<file path="src/rtl/relu_grad_gate.sv">
// Purpose: gates backward gradients with the ReLU mask recorded on the forward pass.
//   Each forward word pushes the bit (x > 0) into a mask FIFO. Each gradient pops
//   the oldest bit and is passed through or zeroed.
// Latency: 1 cycle from gradient acceptance to out_valid/out_data.
// Backpressure: fwd_ready drops when the mask FIFO is full. grad_ready drops when the
//   FIFO is empty or when the output register is held by out_ready low.
//
// Ports:
//   clk, rst        single clock; asynchronous active-high reset
//   flush           synchronous clear of the mask FIFO, output stage and ovf_err
//   fwd_valid/fwd_ready/fwd_data     forward pre-activation stream (mask producer)
//   grad_valid/grad_ready/grad_data  upstream gradient stream (mask consumer)
//   out_valid/out_ready/out_data     gated gradient stream
//   mask_count      number of stored mask bits (0..MASK_DEPTH)
//   ovf_err         sticky: a forward word was offered while the FIFO was full
module relu_grad_gate #(
  parameter int DATA_WIDTH = 16,
  parameter int MASK_DEPTH = 64,
  parameter int ADDR_WIDTH = 6
) (
  input  logic                         clk,
  input  logic                         rst,
  input  logic                         flush,
  input  logic                         fwd_valid,
  input  logic signed [DATA_WIDTH-1:0] fwd_data,
  output logic                         fwd_ready,
  input  logic                         grad_valid,
  input  logic signed [DATA_WIDTH-1:0] grad_data,
  output logic                         grad_ready,
  output logic                         out_valid,
  output logic signed [DATA_WIDTH-1:0] out_data,
  input  logic                         out_ready,
  output logic [ADDR_WIDTH:0]          mask_count,
  output logic                         ovf_err
);

  localparam logic [ADDR_WIDTH:0]   FULL_CNT = (ADDR_WIDTH+1)'(MASK_DEPTH);
  localparam logic [ADDR_WIDTH:0]   CNT_ONE  = (ADDR_WIDTH+1)'(1);
  localparam logic [ADDR_WIDTH-1:0] PTR_ONE  = ADDR_WIDTH'(1);

  // Mask storage: one bit per forward word. Not reset; only entries written
  // since the last reset/flush are ever read, because reads are gated by count.
  logic                  mask_mem [MASK_DEPTH];
  logic [ADDR_WIDTH-1:0] wr_ptr;
  logic [ADDR_WIDTH-1:0] rd_ptr;
  logic [ADDR_WIDTH:0]   cnt;

  logic full;
  logic empty;
  logic fwd_pos;
  logic fwd_fire;
  logic grad_fire;
  logic mask_bit;

  assign full  = (cnt == FULL_CNT);
  assign empty = (cnt == '0);

  // Ready depends only on registered state (and out_ready), so a push into an
  // empty FIFO becomes visible to the gradient side one cycle later, and a full
  // FIFO refuses a push even if a pop happens in the same cycle.
  assign fwd_ready  = !full;
  assign grad_ready = !empty && (!out_valid || out_ready);

  // flush discards any handshake that lands in the same cycle.
  assign fwd_fire  = fwd_valid  && fwd_ready  && !flush;
  assign grad_fire = grad_valid && grad_ready && !flush;

  // Strictly positive: sign bit clear and not zero.
  assign fwd_pos  = !fwd_data[DATA_WIDTH-1] && (fwd_data != '0);
  assign mask_bit = mask_mem[rd_ptr];

  assign mask_count = cnt;

  always_ff @(posedge clk) begin
    if (fwd_fire) begin
      mask_mem[wr_ptr] <= fwd_pos;
    end
  end

  // Pointers and occupancy. Pointers are exactly ADDR_WIDTH bits, so they wrap
  // from MASK_DEPTH-1 to 0 naturally.
  always_ff @(posedge clk or posedge rst) begin
    if (rst) begin
      wr_ptr <= '0;
      rd_ptr <= '0;
      cnt    <= '0;
    end else if (flush) begin
      wr_ptr <= '0;
      rd_ptr <= '0;
      cnt    <= '0;
    end else begin
      if (fwd_fire) begin
        wr_ptr <= wr_ptr + PTR_ONE;
      end
      if (grad_fire) begin
        rd_ptr <= rd_ptr + PTR_ONE;
      end
      case ({fwd_fire, grad_fire})
        2'b10:   cnt <= cnt + CNT_ONE;
        2'b01:   cnt <= cnt - CNT_ONE;
        default: cnt <= cnt;
      endcase
    end
  end

  // Output register. A new gradient may only be accepted when the register is
  // empty or being drained this cycle (see grad_ready), so loading on grad_fire
  // never overwrites an untransferred word.
  always_ff @(posedge clk or posedge rst) begin
    if (rst) begin
      out_valid <= 1'b0;
      out_data  <= '0;
    end else if (flush) begin
      out_valid <= 1'b0;
      out_data  <= '0;
    end else if (grad_fire) begin
      out_valid <= 1'b1;
      out_data  <= mask_bit ? grad_data : '0;
    end else if (out_ready) begin
      out_valid <= 1'b0;
    end
  end

  // Sticky overflow: any forward offer refused because the FIFO is full.
  always_ff @(posedge clk or posedge rst) begin
    if (rst) begin
      ovf_err <= 1'b0;
    end else if (flush) begin
      ovf_err <= 1'b0;
    end else if (fwd_valid && !fwd_ready) begin
      ovf_err <= 1'b1;
    end
  end

endmodule

</file>
<file path="config.mk">
export PLATFORM = sky130hd
export DESIGN_NAME = relu_grad_gate
export DESIGN_NICKNAME = d
export VERILOG_FILES = /design/src/rtl/relu_grad_gate.sv
export SDC_FILE = /design/constraint.sdc
export NUM_CORES = 1
export LEC_CHECK = 0
export BUFFER_PORTS_ARGS = -buffer_cell sky130_fd_sc_hd__buf_2
export CAP_MARGIN = 10
export CELL_PAD_IN_SITES_DETAIL_PLACEMENT = 1
export CELL_PAD_IN_SITES_GLOBAL_PLACEMENT = 2
export CORE_MARGIN = 2
export CORE_UTILIZATION = 35
export CTS_CLUSTER_SIZE = 10
export DETAILED_ROUTE_END_ITERATION = 7
export PLACE_DENSITY_LB_ADDON = 0.1
export SYNTH_ARGS = -nofsm -noshare
export SYNTH_HDL_FRONTEND = slang
export SYNTH_SLANG_ARGS = --single-unit
</file>
<file path="constraint.sdc">
create_clock -name clk -period 7 [get_ports clk]
set_input_delay 0.7 -clock clk [delete_from_list [all_inputs] [get_ports clk]]
set_output_delay 0.7 -clock clk [all_outputs]
set_load 0.01 [all_outputs]
</file>
==> impl_metrics.prom, run 1 <==
# TYPE chip_impl_metric gauge
chip_impl_metric{name="finalHoldWorstSlack",unit="ns"} 0.4692
chip_impl_metric{name="netlist-cell-type-count",unit=""} 55
chip_impl_metric{name="crit_path_max_fanout",unit=""} 16
chip_impl_metric{name="place.port_buffers",unit=""} 64
chip_impl_metric{name="finalWeightedCongestion",unit=""} 0.6881
chip_impl_metric{name="synth_top_cell_area_share",unit=""} 0.3796
chip_impl_metric{name="postRouteWirelength",unit="um"} 12370
chip_impl_metric{name="via_count_normalized_by_instance_count",unit=""} 5.296
chip_impl_metric{name="cts.repair_timing.setup_buffer_count",unit=""} 0
chip_impl_metric{name="drv_cap",unit=""} 0
chip_impl_metric{name="i_o_pins",unit=""} 65
chip_impl_metric{name="grt.overflow.total",unit=""} 0
chip_impl_metric{name="tns",unit="ns"} 0
chip_impl_info{name="cell_at_the_root_of_the_clock_tree",value="clkbuf_16"} 1
chip_impl_metric{name="grtUsageTotal",unit=""} 0.1673
chip_impl_metric{name="totalPowerFinal",unit="mW"} 1.661
chip_impl_metric{name="post-route-min-period",unit="ns"} 3.789
chip_impl_info{name="synth_area_leader",value="edfxtp_1"} 1
chip_impl_metric{name="placementRows",unit=""} 43
chip_impl_info{name="clock_tree_from_tritoncts",value="built"} 1
chip_impl_metric{name="final-setup-viol-count",unit=""} 0
chip_impl_metric{name="filler_cell_count_in_the_final_layout",unit=""} 1522
chip_impl_metric{name="pin_count_of_the_biggest_net_entering_global_routing",unit=""} 65
chip_impl_metric{name="ys_seq_area_frac",unit=""} 0.5625
chip_impl_metric{name="synthesis.area_per_instance",unit="um^2"} 11.88
chip_impl_metric{name="source_to_sink_clock_delay_at_the_later_pin_of_the_worst_skew_pair",unit="ns"} 0.35
chip_impl_metric{name="ys.warnings.count",unit=""} 0
chip_impl_metric{name="first_global_vias",unit=""} 3773
chip_impl_info{name="hold_class",value="input pin to asynchronous set/reset pin"} 1
chip_impl_info{name="cp_cell_sequence",value="or4_4 -> o31a_1 -> nor3_1 -> ha_1 -> a21o_1 -> a21oi_1 -> o21ai_0 -> mux2i_1 -> mux2_2"} 1
chip_impl_metric{name="synth_edf_count",unit=""} 64
chip_impl_metric{name="syn-instance-count",unit=""} 426
chip_impl_info{name="critical_path.endpoint_type",value="flip-flop"} 1
chip_impl_metric{name="clock_slew_at_the_register_clock_pins_of_the_worst_setup_and_hold_paths",unit="ns"} 0.07
chip_impl_metric{name="fp.coreArea",unit="um^2"} 13990
chip_impl_metric{name="post_route_skew",unit="ns"} 0.01136
chip_impl_metric{name="start_util",unit=""} 0.3619
chip_impl_metric{name="drt-pass1-iter-count",unit=""} 4
chip_impl_metric{name="drive_gt1_frac",unit=""} 0.2366
chip_impl_info{name="setup.worst_path.start_class",value="flip-flop"} 1
chip_impl_metric{name="final_net_count",unit=""} 527
chip_impl_info{name="synth-main-ff-cell",value="edfxtp_1"} 1
chip_impl_metric{name="dieArea",unit="um^2"} 15440
chip_impl_metric{name="finalCritPeriodShare",unit=""} 0.5413
chip_impl_metric{name="max-slew-margin-rel",unit=""} 0.2618
chip_impl_metric{name="via_count",unit=""} 3527
chip_impl_metric{name="multiInputGateArea",unit="um^2"} 2076
chip_impl_metric{name="syn-num-nets",unit=""} 472
chip_impl_metric{name="h-tree-depth",unit=""} 3
chip_impl_metric{name="power_density",unit="nW/um^2"} 286.2
chip_impl_metric{name="cts_inserted_buffers",unit=""} 9
chip_impl_metric{name="routedWlPerCell",unit="um"} 18.58
chip_impl_info{name="netlist_top_cells_count",value="nor2_1 (84), edfxtp_1 (64), dfrtp_1 (37)"} 1
chip_impl_metric{name="hold_buffers",unit=""} 0
chip_impl_metric{name="report.final.hold_viol_count",unit=""} 0
chip_impl_metric{name="total_clock_sinks",unit=""} 101
chip_impl_metric{name="route.detailed.drc",unit=""} 0
chip_impl_metric{name="floorplan_die_height",unit="um"} 124.3
chip_impl_info{name="timing.setup.critical_path_class",value="flip-flop to flip-flop"} 1
chip_impl_info{name="critPathSlowestCell",value="nor3_1"} 1
chip_impl_metric{name="post_cts_resized",unit=""} 0
chip_impl_metric{name="hpwl",unit="um"} 8131
chip_impl_metric{name="final_max_slew_viols",unit=""} 0
chip_impl_info{name="yosys-top-cells-area",value="edfxtp_1 (38%), dfrtp_1 (18%), nor2_1 (6.2%), mux4_1 (3.1%), mux4_2 (2.7%)"} 1
chip_impl_metric{name="ys_seq_elements",unit=""} 101
chip_impl_metric{name="syn2layout_area_growth",unit="%"} 14.63
chip_impl_info{name="unrepaired_setup_endpoints_after_global_routing",value="false"} 1
chip_impl_info{name="run_status",value="finished, final reports clean"} 1
chip_impl_metric{name="irDropWorstVdd",unit="uV"} 129.2
chip_impl_metric{name="transition_time_at_the_pin_with_the_least_slew_margin",unit="ns"} 1.101
chip_impl_metric{name="maxClockFrequency",unit="MHz"} 263.9
chip_impl_metric{name="area_of_all_sequential_standard_cells",unit="um^2"} 2848
chip_impl_metric{name="grt_antenna_before_repair",unit=""} 0
chip_impl_metric{name="antenna_violating_nets_post_route",unit=""} 0
chip_impl_metric{name="antenna-diode-count",unit=""} 0
chip_impl_metric{name="ctsLongestPathBuffers",unit=""} 2
chip_impl_metric{name="worst-endpoint-required",unit="ns"} 7.24
chip_impl_metric{name="die-width",unit="um"} 124.3
chip_impl_metric{name="max_stage_delay",unit="ns"} 0.69
chip_impl_metric{name="p_leak",unit="nW"} 2.155
chip_impl_metric{name="worst_ep_arrival_time",unit="ns"} 4.02
chip_impl_info{name="synth_most_common_cell",value="nor2_1"} 1
chip_impl_metric{name="netlist_area",unit="um^2"} 5062
chip_impl_metric{name="initialDrtViolationCount",unit=""} 302
chip_impl_metric{name="synthArstFlopShare",unit=""} 0.3663
chip_impl_metric{name="grt_pass1_wl",unit="um"} 20380
[logic make-up after synthesis]
logic type	count (synthesis)	share of synthesized area
AOI/OAI and AO/OA	68	0.1050
xor gates and xnor gates	14	0.02571
adders and majority gates	8	0.02125
buffers and inverters	30	0.03114
DFF	101	0.5625
muxes	23	0.07983
and+or+nand+nor	182	0.1745
[state kept, by name (all words and copies together), names as in the netlist]
register    flops
mask_mem       64
mask_count      7
out_valid       1
rd_ptr          6
wr_ptr          6
out_data       16
ovf_err         1
[layer usage]
metal / share of wire / wire length (um) / vias to the layer above / track usage
li1: - / - / 1678 / -
met1: 0.47 / 5786 / 1795 / 0.2189
met2: 0.49 / 6070 / 46 / 0.2774
met3: 0.031 / 387 / 8 / 0.04467
met4: 0.010 / 129 / 0 / 0.04098
met5: 0 / 0 / - / 0
[cells in the final DEF, fill, tap and decap left out, drive strengths merged, types with 2 or more instances in the layout]
master	n
clkbuf	12
and3	3
buf	71
nor3	8
xnor2	7
o221ai	2
edfxtp	64
nand4	3
nand3	7
inv	4
o32a	16
xor2	7
or2	2
mux4	12
nor2	84
a21o	6
a21oi	8
mux2i	10
nand2b	17
nor2b	2
dfrtp	37
or3b	8
o21ai	20
a22o	3
clkinv	2
nor4	3
nand3b	10
o311ai	2
or3	2
nand2	30
ha	7
[layout make-up]
class	instances	share of cell area
sequential	101	0.4907
multi-input combinational	295	0.3577
timing repair buffer	71	0.06425
clock buffer	12	0.04075
tap	180	0.03881
clock inverter	4	0.005821
inverter	3	0.001940
[critical path: cells and delay by family (launching register included)]
kind                       cells  cell delay [ns]
adders and majority gates      1             0.40
DFF                            1             0.44
and+or+nand+nor                2             1.29
AOI/OAI and AO/OA              4             1.03
muxes                          2             0.52
[path summary, 6_finish.rpt]
kind / startpoint / to / slack (ns) / cells after the start
setup / recovery: mask_count[1]$_DFFE_PP0P_ / mask_count[6]$_DFFE_PP0P_ / 3.21 / 9
min in group clk: ovf_err$_DFFE_PP0P_ / ovf_err$_DFFE_PP0P_ / 0.50 / 2
setup reg to reg: mask_count[1]$_DFFE_PP0P_ / mask_count[6]$_DFFE_PP0P_ / 3.21 / 9
max in group asynchronous: rst / out_data[4]$_DFFE_PP0P_ / 6.18 / 3
hold reg to reg: ovf_err$_DFFE_PP0P_ / ovf_err$_DFFE_PP0P_ / 0.50 / 2
hold / removal: rst / out_data[5]$_DFFE_PP0P_ / 0.47 / 3
[stage by stage]
| step | cells | worst slack, ns | utilization | area [um^2] |
|---|---|---|---|---|
| CTS | 666 | 3.163 | 0.4148 | 5803 |
| global route | 666 | 2.879 | 0.4148 | 5803 |
| finish | 666 | 3.211 | 0.4148 | 5803 |
| detailed placement | 650 | 3.175 | 0.3955 | 5533 |
| floorplan | 426 | 3.494 | - | 5062 |
| global placement | 650 | 3.323 | 0.3955 | 5533 |
[power by group]
part	internal, mW	total (mW)	switching (mW)
registers	0.678	0.720	0.0420
clock network	0.244	0.468	0.224
logic	0.193	0.472	0.280
(Power assumes the default switching activity.)
==> run 2, diff against run 1 <==
Settings changed: ABC_AREA set to 1.
Clock period 7 ns to 3.5 ns, I/O delays scaled along.
==> impl_metrics.prom, run 2 <==
# TYPE chip_impl_metric gauge
chip_impl_info{name="run_status",value="finished, final reports clean"} 1
chip_impl_metric{name="die-width",unit="um"} 124.2
chip_impl_metric{name="p_leak",unit="nW"} 2.661
chip_impl_metric{name="finalWeightedCongestion",unit=""} 0.8141
chip_impl_metric{name="netlist-cell-type-count",unit=""} 32
chip_impl_metric{name="grt_use_met2",unit=""} 0.3255
chip_impl_info{name="clock_tree_from_tritoncts",value="built"} 1
chip_impl_metric{name="syn-num-nets",unit=""} 649
chip_impl_metric{name="ctsLongestPathBuffers",unit=""} 2
chip_impl_metric{name="synth_edf_count",unit=""} 64
chip_impl_metric{name="netlist_area",unit="um^2"} 5055
chip_impl_metric{name="grtUsageTotal",unit=""} 0.1949
chip_impl_info{name="unrepaired_setup_endpoints_after_global_routing",value="false"} 1
chip_impl_metric{name="h-tree-depth",unit=""} 3
chip_impl_metric{name="max_stage_delay",unit="ns"} 0.47
chip_impl_info{name="synth_area_leader",value="edfxtp_1"} 1
chip_impl_metric{name="power.share.sequential",unit=""} 0.411
chip_impl_metric{name="finalHoldWorstSlack",unit="ns"} 0.1141
chip_impl_metric{name="crit_path_max_fanout",unit=""} 7
chip_impl_metric{name="pin_count_of_the_biggest_net_entering_global_routing",unit=""} 65
chip_impl_info{name="hold_class",value="input pin to asynchronous set/reset pin"} 1
chip_impl_metric{name="via_count",unit=""} 4155
chip_impl_metric{name="syn-instance-count",unit=""} 603
chip_impl_metric{name="dp.cells",unit=""} 838
chip_impl_metric{name="synthArstFlopShare",unit=""} 0.3663
chip_impl_metric{name="flip_flop_count_of_the_largest_register_all_copies_and_words_added",unit=""} 64
chip_impl_info{name="netlist_top_cells_count",value="nand2_1 (181), nor2_1 (107), inv_1 (72)"} 1
chip_impl_metric{name="xor_and_xnor_fraction_of_the_mapped_netlist_area",unit=""} 0.008663
chip_impl_metric{name="grt_antenna_before_repair",unit=""} 0
chip_impl_metric{name="grt.overflow.total",unit=""} 0
chip_impl_metric{name="grt_util_met1",unit=""} 0.2598
chip_impl_metric{name="clock_slew_at_the_register_clock_pins_of_the_worst_setup_and_hold_paths",unit="ns"} 0.07
chip_impl_metric{name="ys_seq_elements",unit=""} 101
chip_impl_metric{name="worst_ep_arrival_time",unit="ns"} 3.00
chip_impl_info{name="largest_family_of_logic_cells_by_synthesized_area",value="simple AND/OR/NAND/NOR gates"} 1
chip_impl_metric{name="final_max_slew_viols",unit=""} 0
chip_impl_metric{name="post_cts_resized",unit=""} 0
chip_impl_metric{name="dieArea",unit="um^2"} 15420
chip_impl_info{name="setup.worst_path.start_class",value="flip-flop"} 1
chip_impl_metric{name="synth_compound_gate_area_share",unit=""} 0.04035
chip_impl_metric{name="fp.coreArea",unit="um^2"} 13990
chip_impl_info{name="grt_busiest_layer",value="met2"} 1
chip_impl_info{name="timing.setup.critical_path_class",value="flip-flop to flip-flop"} 1
chip_impl_metric{name="via_count_normalized_by_instance_count",unit=""} 4.865
chip_impl_metric{name="syn2layout_area_growth",unit="%"} 16.01
chip_impl_metric{name="hpwl",unit="um"} 9614
chip_impl_info{name="cp_cell_sequence",value="nor2_1 -> nand3_1 -> nor2_1 -> nor2_1 -> nor2_2 -> nand2_1 -> inv_1 -> ha_1 -> a21oi_1 -> nand2_1 -> nand2_1 -> nand2_1 -> a21oi_1 -> nand3_1 -> nand3_1 -> nand2_1"} 1
chip_impl_metric{name="source_to_sink_clock_delay_at_the_later_pin_of_the_worst_skew_pair",unit="ns"} 0.36
chip_impl_info{name="yosys-top-cells-area",value="edfxtp_1 (38%), dfrtp_1 (18%), nand2_1 (13%), nor2_1 (7.9%), inv_1 (5.3%)"} 1
chip_impl_metric{name="maxClockFrequency",unit="MHz"} 363.5
chip_impl_metric{name="grt_pass1_wl",unit="um"} 22690
chip_impl_metric{name="cts_inserted_buffers",unit=""} 9
chip_impl_info{name="crit_family",value="simple AND/OR/NAND/NOR gates"} 1
chip_impl_metric{name="synth_top_cell_area_share",unit=""} 0.3802
chip_impl_metric{name="post-route-min-period",unit="ns"} 2.751
chip_impl_metric{name="critical_path_buf_inv_count",unit=""} 1
chip_impl_metric{name="routedWlPerCell",unit="um"} 16.12
chip_impl_metric{name="drt-pass1-iter-count",unit=""} 4
chip_impl_metric{name="drive_gt1_frac",unit=""} 0.1320
chip_impl_info{name="critPathSlowestCell",value="dfrtp_1"} 1
chip_impl_metric{name="first_global_vias",unit=""} 4407
chip_impl_metric{name="final_net_count",unit=""} 715
chip_impl_metric{name="met3_usage",unit=""} 0.02610
chip_impl_metric{name="post_route_skew",unit="ns"} 0.01021
chip_impl_metric{name="worst-endpoint-required",unit="ns"} 3.75
chip_impl_metric{name="placementRows",unit=""} 43
chip_impl_metric{name="p_sw_frac",unit=""} 0.3531
chip_impl_metric{name="power_density",unit="nW/um^2"} 597.9
chip_impl_info{name="largest_register_by_flop_count",value="mask_mem"} 1
chip_impl_metric{name="total_clock_sinks",unit=""} 101
chip_impl_metric{name="antenna-diode-count",unit=""} 0
chip_impl_metric{name="synth_simple_gate_area_frac",unit=""} 0.2903
chip_impl_info{name="cell_at_the_root_of_the_clock_tree",value="clkbuf_16"} 1
chip_impl_info{name="synth-main-ff-cell",value="edfxtp_1"} 1
chip_impl_metric{name="place.port_buffers",unit=""} 64
chip_impl_metric{name="irDropWorstVdd",unit="uV"} 293.9
chip_impl_info{name="worst_setup_path_startpoint",value="mask_count[0]$_DFFE_PP0P_"} 1
chip_impl_metric{name="tns",unit="ns"} 0
chip_impl_info{name="crit_top_cell",value="nand2_1"} 1
chip_impl_metric{name="filler_cell_count_in_the_final_layout",unit=""} 1715
chip_impl_metric{name="ys.warnings.count",unit=""} 0
chip_impl_metric{name="final_cells",unit=""} 854
chip_impl_metric{name="antenna_violating_nets_post_route",unit=""} 0
chip_impl_info{name="worstReg2RegStart",value="mask_count[0]$_DFFE_PP0P_"} 1
chip_impl_info{name="final_cell_mix",value="nand2_1 (181), nor2_1 (107), inv_1 (72)"} 1
chip_impl_info{name="synth_most_common_cell",value="nand2_1"} 1
chip_impl_metric{name="ys_seq_area_frac",unit=""} 0.5634
chip_impl_metric{name="synth_fa_ha_area_frac",unit=""} 0.02129
chip_impl_metric{name="final-setup-viol-count",unit=""} 0
chip_impl_metric{name="finalCritPeriodShare",unit=""} 0.7861
chip_impl_metric{name="drv_cap",unit=""} 0
chip_impl_metric{name="postRouteWirelength",unit="um"} 13770
chip_impl_metric{name="transition_time_at_the_pin_with_the_least_slew_margin",unit="ns"} 0.5979
chip_impl_metric{name="synthesis.area_per_instance",unit="um^2"} 8.383
chip_impl_metric{name="pwr-share-comb",unit=""} 0.302
chip_impl_info{name="mostFrequentLayoutCell",value="nand2_1"} 1
chip_impl_metric{name="initialDrtViolationCount",unit=""} 228
chip_impl_metric{name="synth.mux.area_fraction",unit=""} 0
chip_impl_metric{name="i_o_pins",unit=""} 65
chip_impl_metric{name="clock_share_of_power",unit=""} 0.288
chip_impl_info{name="critical_path.endpoint_type",value="flip-flop"} 1
chip_impl_metric{name="start_util",unit=""} 0.3614
chip_impl_metric{name="cts.repair_timing.setup_buffer_count",unit=""} 0
chip_impl_metric{name="p_sw",unit="mW"} 1.238
chip_impl_metric{name="hold_buffers",unit=""} 0
chip_impl_metric{name="cellInternalPower",unit="mW"} 2.268
chip_impl_metric{name="route.detailed.drc",unit=""} 0
chip_impl_metric{name="max-slew-margin-rel",unit=""} 0.6014
chip_impl_metric{name="floorplan_die_height",unit="um"} 124.2
chip_impl_metric{name="report.final.hold_viol_count",unit=""} 0
==> run 2: changes by cell type after synthesis, sizes merged, moves of 6 or more <==
cell    delta
mux4      -12
nor2      +24
o32a      -16
inv       +72
or3b       -8
nand3     +43
buf        +7
o21ai      -6
nand2b    -17
nand3b    -10
mux2i     -10
nand2    +152
clkbuf    -18
==> run 2: layer usage <==
layer  part of all wire  vias to the layer above
met4              0.013                        0
met5                  0                        -
met1               0.47                     2028
met3              0.027                       10
met2               0.49                       54
li1                   -                     2063
==> run 2: power by group through the flow <==
stage               sequential (mW)  combinational [mW]  clock, mW
floorplan                      1.49               0.697          0
global placement               1.46                1.06          0
detailed placement             1.47                1.08          0
CTS                            1.44                1.08       1.03
global route                   1.45                1.21       1.08
finish                         1.44                1.06       1.01
==> run 2: worst min-delay path: stages <==
cell	delay, ns
buf_2	0.09
inv_1	0.04
buf_4	0.43
==> run 2: stage by stage <==
stage	util	cell area, um^2	setup slack [ns]	power (mW)
3_3_place_gp	0.3987	5577	0.9296	2.514
5_1_grt	0.4192	5864	0.3983	3.745
6_report	0.4192	5864	0.7487	3.506
4_1_cts	0.4192	5864	0.7211	3.559
3_5_place_dp	0.3987	5577	0.7571	2.542
2_1_floorplan	-	5055	0.5393	2.191
==> run 2: final timing paths <==
path / to / slack, ns / cells past startpoint
worst max-delay path: mask_count[6]$_DFFE_PP0P_ / 0.75 / 16
min in group clk: ovf_err$_DFFE_PP0P_ / 0.26 / 2
worst max register to register: mask_count[6]$_DFFE_PP0P_ / 0.75 / 16
worst min register to register: out_data[6]$_DFFE_PP0P_ / 0.48 / 2
worst min-delay path: mask_count[1]$_DFFE_PP0P_ / 0.11 / 3
max in group asynchronous: rd_ptr[0]$_DFFE_PP0P_ / 3.04 / 3
==> run 2: cell type report <==
class / instances / area [um^2] / area share
Multi-Input combinational cell: 409 / 1842 / 0.3141
Sequential cell: 101 / 2848 / 0.4856
Clock buffer: 14 / 254.0 / 0.04331
Timing Repair Buffer: 71 / 372.9 / 0.06358
Clock inverter: 2 / 33.78 / 0.005761
Inverter: 77 / 289.0 / 0.04929
Tap cell: 180 / 225.2 / 0.03840
==> run 2: cells by family after synthesis <==
kind of cell,count (synthesis)
xor+xnor,5
compound gates,36
fa+ha+maj,8
buf+inv,93
simple gates,360
flops,101
